===== config.mk =====
export PLATFORM = sky130hd
export DESIGN_NAME = ksa_swap_fsm
export DESIGN_NICKNAME = d
export VERILOG_FILES = /design/src/rtl/ksa_swap_fsm.sv
export SDC_FILE = /design/constraint.sdc
export NUM_CORES = 1
export LEC_CHECK = 0
export CAP_MARGIN = 20
export CELL_PAD_IN_SITES_DETAIL_PLACEMENT = 1
export CELL_PAD_IN_SITES_GLOBAL_PLACEMENT = 1
export CORE_ASPECT_RATIO = 1.75
export CORE_MARGIN = 3
export CORE_UTILIZATION = 40
export DETAILED_ROUTE_END_ITERATION = 10
export HOLD_SLACK_MARGIN = 0.06
export PLACE_DENSITY_LB_ADDON = 0.1
export REMOVE_ABC_BUFFERS = 1
export SLEW_MARGIN = 30
export SYNTH_ARGS = -nofsm -noshare
export SYNTH_HDL_FRONTEND = slang
export SYNTH_SLANG_ARGS = --single-unit
export TNS_END_PERCENT = 10

===== constraint.sdc =====
create_clock -name clk -period 4.9 [get_ports clk]
set_input_delay 0.98 -clock clk [delete_from_list [all_inputs] [get_ports clk]]
set_output_delay 0.98 -clock clk [all_outputs]
set_load 0.05 [all_outputs]

===== src/rtl/ksa_swap_fsm.sv =====
// ksa_swap_fsm
// RC4 key-scheduling stage. After the S-memory init stage has written S[i]=i,
// this block runs the 256-iteration swap loop
//   j = j + S[i] + key[i mod KEY_BYTES]; swap(S[i], S[j])
// over a shared single-port S-memory with one cycle of read latency.
//
// Ports
//   clk         : rising-edge clock
//   reset       : asynchronous, active-low reset
//   start       : level run request, sampled only in IDLE and DONE
//   secret_key  : key, byte 0 in the most significant byte; latched on leaving IDLE
//   q           : S-memory read data (valid the cycle after the address)
//   address     : S-memory address
//   data        : S-memory write data
//   wren        : S-memory write enable
//   busy        : high in every state except IDLE and DONE
//   done        : high in DONE only
module ksa_swap_fsm #(
  parameter int KEY_BYTES = 3
) (
  input  logic                     clk,
  input  logic                     reset,
  input  logic                     start,
  input  logic [8*KEY_BYTES-1:0]   secret_key,
  input  logic [7:0]               q,
  output logic [7:0]               address,
  output logic [7:0]               data,
  output logic                     wren,
  output logic                     busy,
  output logic                     done
);

  localparam int KW = (KEY_BYTES > 1) ? $clog2(KEY_BYTES) : 1;
  localparam logic [KW-1:0] KIDX_LAST = KW'(KEY_BYTES - 1);

  typedef enum logic [2:0] {
    S_IDLE,
    S_ADDR_I,
    S_READ_I,
    S_ADDR_J,
    S_READ_J,
    S_WRITE_I,
    S_WRITE_J,
    S_DONE
  } state_t;

  state_t                 state_q, state_d;
  logic [7:0]             i_q, i_d;
  logic [7:0]             j_q, j_d;
  logic [KW-1:0]          kidx_q, kidx_d;
  logic [7:0]             si_q, si_d;
  logic [7:0]             sj_q, sj_d;
  logic [8*KEY_BYTES-1:0] key_q, key_d;
  logic [7:0]             key_byte;

  // Key byte 0 sits in the MSBs, so index kidx selects from the top down.
  always_comb begin
    key_byte = '0;
    for (int unsigned k = 0; k < KEY_BYTES; k++) begin
      if (kidx_q == KW'(k)) begin
        key_byte = key_q[8*(KEY_BYTES-1-k) +: 8];
      end
    end
  end

  always_ff @(posedge clk or negedge reset) begin
    if (!reset) begin
      state_q <= S_IDLE;
      i_q     <= '0;
      j_q     <= '0;
      kidx_q  <= '0;
      si_q    <= '0;
      sj_q    <= '0;
      key_q   <= '0;
    end else begin
      state_q <= state_d;
      i_q     <= i_d;
      j_q     <= j_d;
      kidx_q  <= kidx_d;
      si_q    <= si_d;
      sj_q    <= sj_d;
      key_q   <= key_d;
    end
  end

  // Next-state and register updates
  always_comb begin
    state_d = state_q;
    i_d     = i_q;
    j_d     = j_q;
    kidx_d  = kidx_q;
    si_d    = si_q;
    sj_d    = sj_q;
    key_d   = key_q;

    case (state_q)
      S_IDLE: begin
        if (start) begin
          state_d = S_ADDR_I;
          i_d     = '0;
          j_d     = '0;
          kidx_d  = '0;
          key_d   = secret_key;
        end
      end
      S_ADDR_I: state_d = S_READ_I;
      S_READ_I: begin
        // q now holds S[i]; j arithmetic wraps mod 256.
        si_d    = q;
        j_d     = j_q + q + key_byte;
        state_d = S_ADDR_J;
      end
      S_ADDR_J: state_d = S_READ_J;
      S_READ_J: begin
        sj_d    = q;
        state_d = S_WRITE_I;
      end
      S_WRITE_I: state_d = S_WRITE_J;
      S_WRITE_J: begin
        if (i_q == 8'hFF) begin
          state_d = S_DONE;
        end else begin
          i_d     = i_q + 8'd1;
          kidx_d  = (kidx_q == KIDX_LAST) ? '0 : kidx_q + KW'(1);
          state_d = S_ADDR_I;
        end
      end
      S_DONE: begin
        if (!start) state_d = S_IDLE;
      end
      default: state_d = S_IDLE;
    endcase
  end

  // Moore output decode
  always_comb begin
    address = '0;
    data    = '0;
    wren    = 1'b0;
    busy    = 1'b1;
    done    = 1'b0;

    case (state_q)
      S_IDLE:    busy = 1'b0;
      S_ADDR_I:  address = i_q;
      S_READ_I:  address = i_q;
      S_ADDR_J:  address = j_q;
      S_READ_J:  address = j_q;
      S_WRITE_I: begin
        address = i_q;
        data    = sj_q;
        wren    = 1'b1;
      end
      S_WRITE_J: begin
        address = j_q;
        data    = si_q;
        wren    = 1'b1;
      end
      S_DONE: begin
        busy = 1'b0;
        done = 1'b1;
      end
      default: busy = 1'b0;
    endcase
  end

endmodule


==> results.py <==
metrics = {
    "outcome": {
        "status": "complete, no violations",
    },
    "logic_synthesis": {
        "async_reset_ff_share_pct": 100,
        "synth_cell_types": 39,
        "syn_area_sq_mm": 0.00339,
        "yosys_warnings": 0,
        "synth-edff-count": 0,
        "synth_seq_cells": 61,
        "syn-instance-count": 303,
        "ys.flop_type": "dfrtp_1",
        "synth.avg_cell_area_sq_um": 11.2,
        "ys_seq_area_share_pct": 45.0,
    },
    "cts": {
        "cts_setup_buffers": 0,
        "cts_tree": "built",
        "clkTransAtPathRegs_ps": 50,
        "cts_sinks": 61,
        "clkLatencyLatePin_ps": 330,
        "htreeDepth": 3,
        "clockBufferDepth": 2,
        "cts_root_buffer": "clkbuf_16",
        "cts_resized": 0,
        "cts_hold_buffers": 0,
        "cts_made_buffers": 9,
    },
    "setup_path": {
        "rr_endpoint": "j_q[6]$_DFFE_PN0P_",
        "rrSetupSlack_ps": 1630,
        "crit_required_ps": 3920,
        "crit_path_end_kind": "output pin",
        "reg2reg_depth": 10,
        "crit_path_max_fanout": 20,
        "crit_path_start_kind": "flip-flop",
        "arrival_ps": 2860,
        "critPathKind": "flip-flop to output pin",
        "rr_startpoint": "kidx_q[0]$_DFFE_PN0P_",
    },
    "pwr": {
        "power_frac_comb_pct": 50.9,
        "p_seq_share_pct": 28.5,
        "power_frac_clock_pct": 20.6,
        "p_int_mw": 2.00,
        "p_leak_nw": 1.81,
        "p_sw_share_pct": 40.3,
        "peakVddDrop_mv": 0.349,
        "switchingPower_mw": 1.35,
        "p_per_area_mw_per_mm2": 780,
    },
    "worst_hold_path": {
        "holdPathStages": 2,
        "hold_path_class": "flip-flop to flip-flop",
        "hold_path_end": "si_q[6]$_DFFE_PN0P_",
        "holdCritStartpoint": "si_q[6]$_DFFE_PN0P_",
    },
    "floorplan": {
        "die-area_sq_mm": 0.00967,
        "coreArea_sq_mm": 0.00807,
        "rows": 43,
        "ioPinCount": 54,
        "initial_core_util_pct": 42.0,
        "die_h_microns": 128,
        "die_x_microns": 75.6,
    },
    "timing": {
        "relSlewSlack_pct": 41.0,
        "setup_viol_count_final": 0,
        "fin_skew_ps": 4.96,
        "rsz0062_at_grt": "false",
        "tightest_slew_ps": 880,
        "tns_ps": 0,
        "period_minus_slack_ps": 3840,
        "min_period_over_period_pct": 78.4,
        "timing.final.max_slew_violations": 0,
        "hold_viol": 0,
        "fmax_ghz": 0.260,
        "whs_ps": 489,
    },
    "place": {
        "gp_congestion": 0.759,
        "hpwl_microns": 5770,
        "port_buffers": 53,
    },
    "global_routing": {
        "grt_overflow_total": 0,
        "grt_pass1_wl_microns": 13400,
        "grt_pass1_vias": 2651,
        "grt_max_degree": 62,
        "antenna_found_initial": 0,
        "track_usage_pct": 18.6,
    },
    "route": {
        "finalWirelength_microns": 8060,
        "vias": 2468,
        "via_per_inst": 5.51,
        "wl_per_cell_microns": 18.0,
        "drtIter0Drc": 100,
        "firstDrtPassIters": 4,
        "drc": 0,
        "antenna_left": 0,
    },
    "final_layout": {
        "n_antenna_cell": 0,
        "multi_input_area_sq_mm": 0.00174,
        "regArea_sq_mm": 0.00153,
        "syn2layout_area_growth_pct": 26.5,
        "drive_gt1_share_pct": 18.2,
        "nets": 403,
        "nFillCells": 877,
    },
    "job": {
        "max_cap_violations": 0,
    },
}
-- stage by stage --
step | instances | utilization (%) | area [sq um] | total power, mW | setup WS, ps
detailed placement | 432 | 49.2 | 3970 | 2.67 | 1410
floorplan | 284 | - | 3290 | 2.18 | 1510
finish | 448 | 53.2 | 4290 | 3.35 | 1060
global placement | 432 | 49.2 | 3970 | 2.62 | 1450
global route | 448 | 53.2 | 4290 | 3.64 | 866
CTS | 448 | 53.2 | 4290 | 3.39 | 1050
-- kinds of logic after synthesis --
| family | Yosys count | synth area share, % |
|---|---|---|
| XOR/XNOR | 10 | 2.58 |
| AND/OR/NAND/NOR | 75 | 11.9 |
| multiplexers | 57 | 18.3 |
| buffers and inverters | 25 | 3.65 |
| adder cells (fa/ha/maj) | 15 | 7.30 |
| flip-flops | 61 | 45.0 |
| AO/OA/AOI/OAI | 60 | 11.3 |
-- registers in the layout, summed over array words and instances, names as in the netlist --
register and flops:
key_q 24, sj_q 8, kidx_q 2, j_q 8
i_q 8, state_q 3, si_q 8
-- cells in the final DEF (no fill, tap or decap), types with 6 or more instances in the layout --
cell	n
nand2_1	18
a21oi_1	9
xor2_1	7
clkdlybuf4s50_1	52
nor2b_1	14
ha_1	7
dfrtp_1	61
mux2_2	41
o21ai_0	21
nor2_1	16
a22oi_1	16
mux2i_1	16
clkbuf_16	9
fa_1	8
inv_1	6
-- worst max-delay path by stage --
stage,from,endpoint,slack (ps),cells after the start
3_5_place_dp,q[1],j_q[7]$_DFFE_PN0P_,1410,10
5_1_grt,state_q[2]$_DFFE_PN0P_,address[2],870,4
2_1_floorplan,state_q[0]$_DFFE_PN0P_,data[0],1510,3
3_3_place_gp,q[1],j_q[7]$_DFFE_PN0P_,1450,10
6_report,state_q[2]$_DFFE_PN0P_,address[5],1060,4
4_1_cts,state_q[2]$_DFFE_PN0P_,address[5],1050,4
-- critical path, cell delays in order (launching register included) --
cell and delay, ps:
dfrtp_1 740, nor2b_1 610, a22oi_1 140, o21ai_0 160, clkdlybuf4s50_1 860
-- synthesized netlist by cell type, types with 6 or more instances --
cell type / number / share of area, %
fa_1: 8 / 4.7
mux2i_1: 16 / 4.7
a21oi_1: 9 / 1.3
xor2_1: 7 / 1.8
nor2b_1: 14 / 2.6
a22oi_1: 16 / 3.5
nand2_1: 18 / 2.0
nor2_1: 16 / 1.8
mux2_2: 41 / 14
buf_2: 9 / 1.3
dfrtp_1: 61 / 45
ha_1: 7 / 2.6
o21ai_0: 21 / 3.1
inv_1: 6 / 0.66
-- cell type report --
type,instances,share of cell area (%)
timing repair buffer,58,13.1
clock buffer,12,5.97
tap,90,2.62
multi-input combinational,217,40.6
sequential,61,35.5
clock inverter,4,1.63
inverter,6,0.524
-- routing by layer --
layer / up-vias / routed length [microns] / track usage, %
met5: - / 0 / 0
met4: 0 / 181 / 7.52
met3: 10 / 302 / 4.40
met2: 52 / 4310 / 32.2
met1: 1232 / 3260 / 21.3
li1: 1174 / - / -
-- power by group through the flow --
stage | Clock (mW) | Sequential [mW] | Combinational, mW
after floorplan | 0 | 0.913 | 1.26
after global placement | 0 | 0.952 | 1.67
after detailed placement | 0 | 0.964 | 1.71
after CTS | 0.706 | 0.961 | 1.73
after global routing | 0.731 | 0.995 | 1.92
final | 0.688 | 0.954 | 1.71
(Power assumes the default switching activity.)
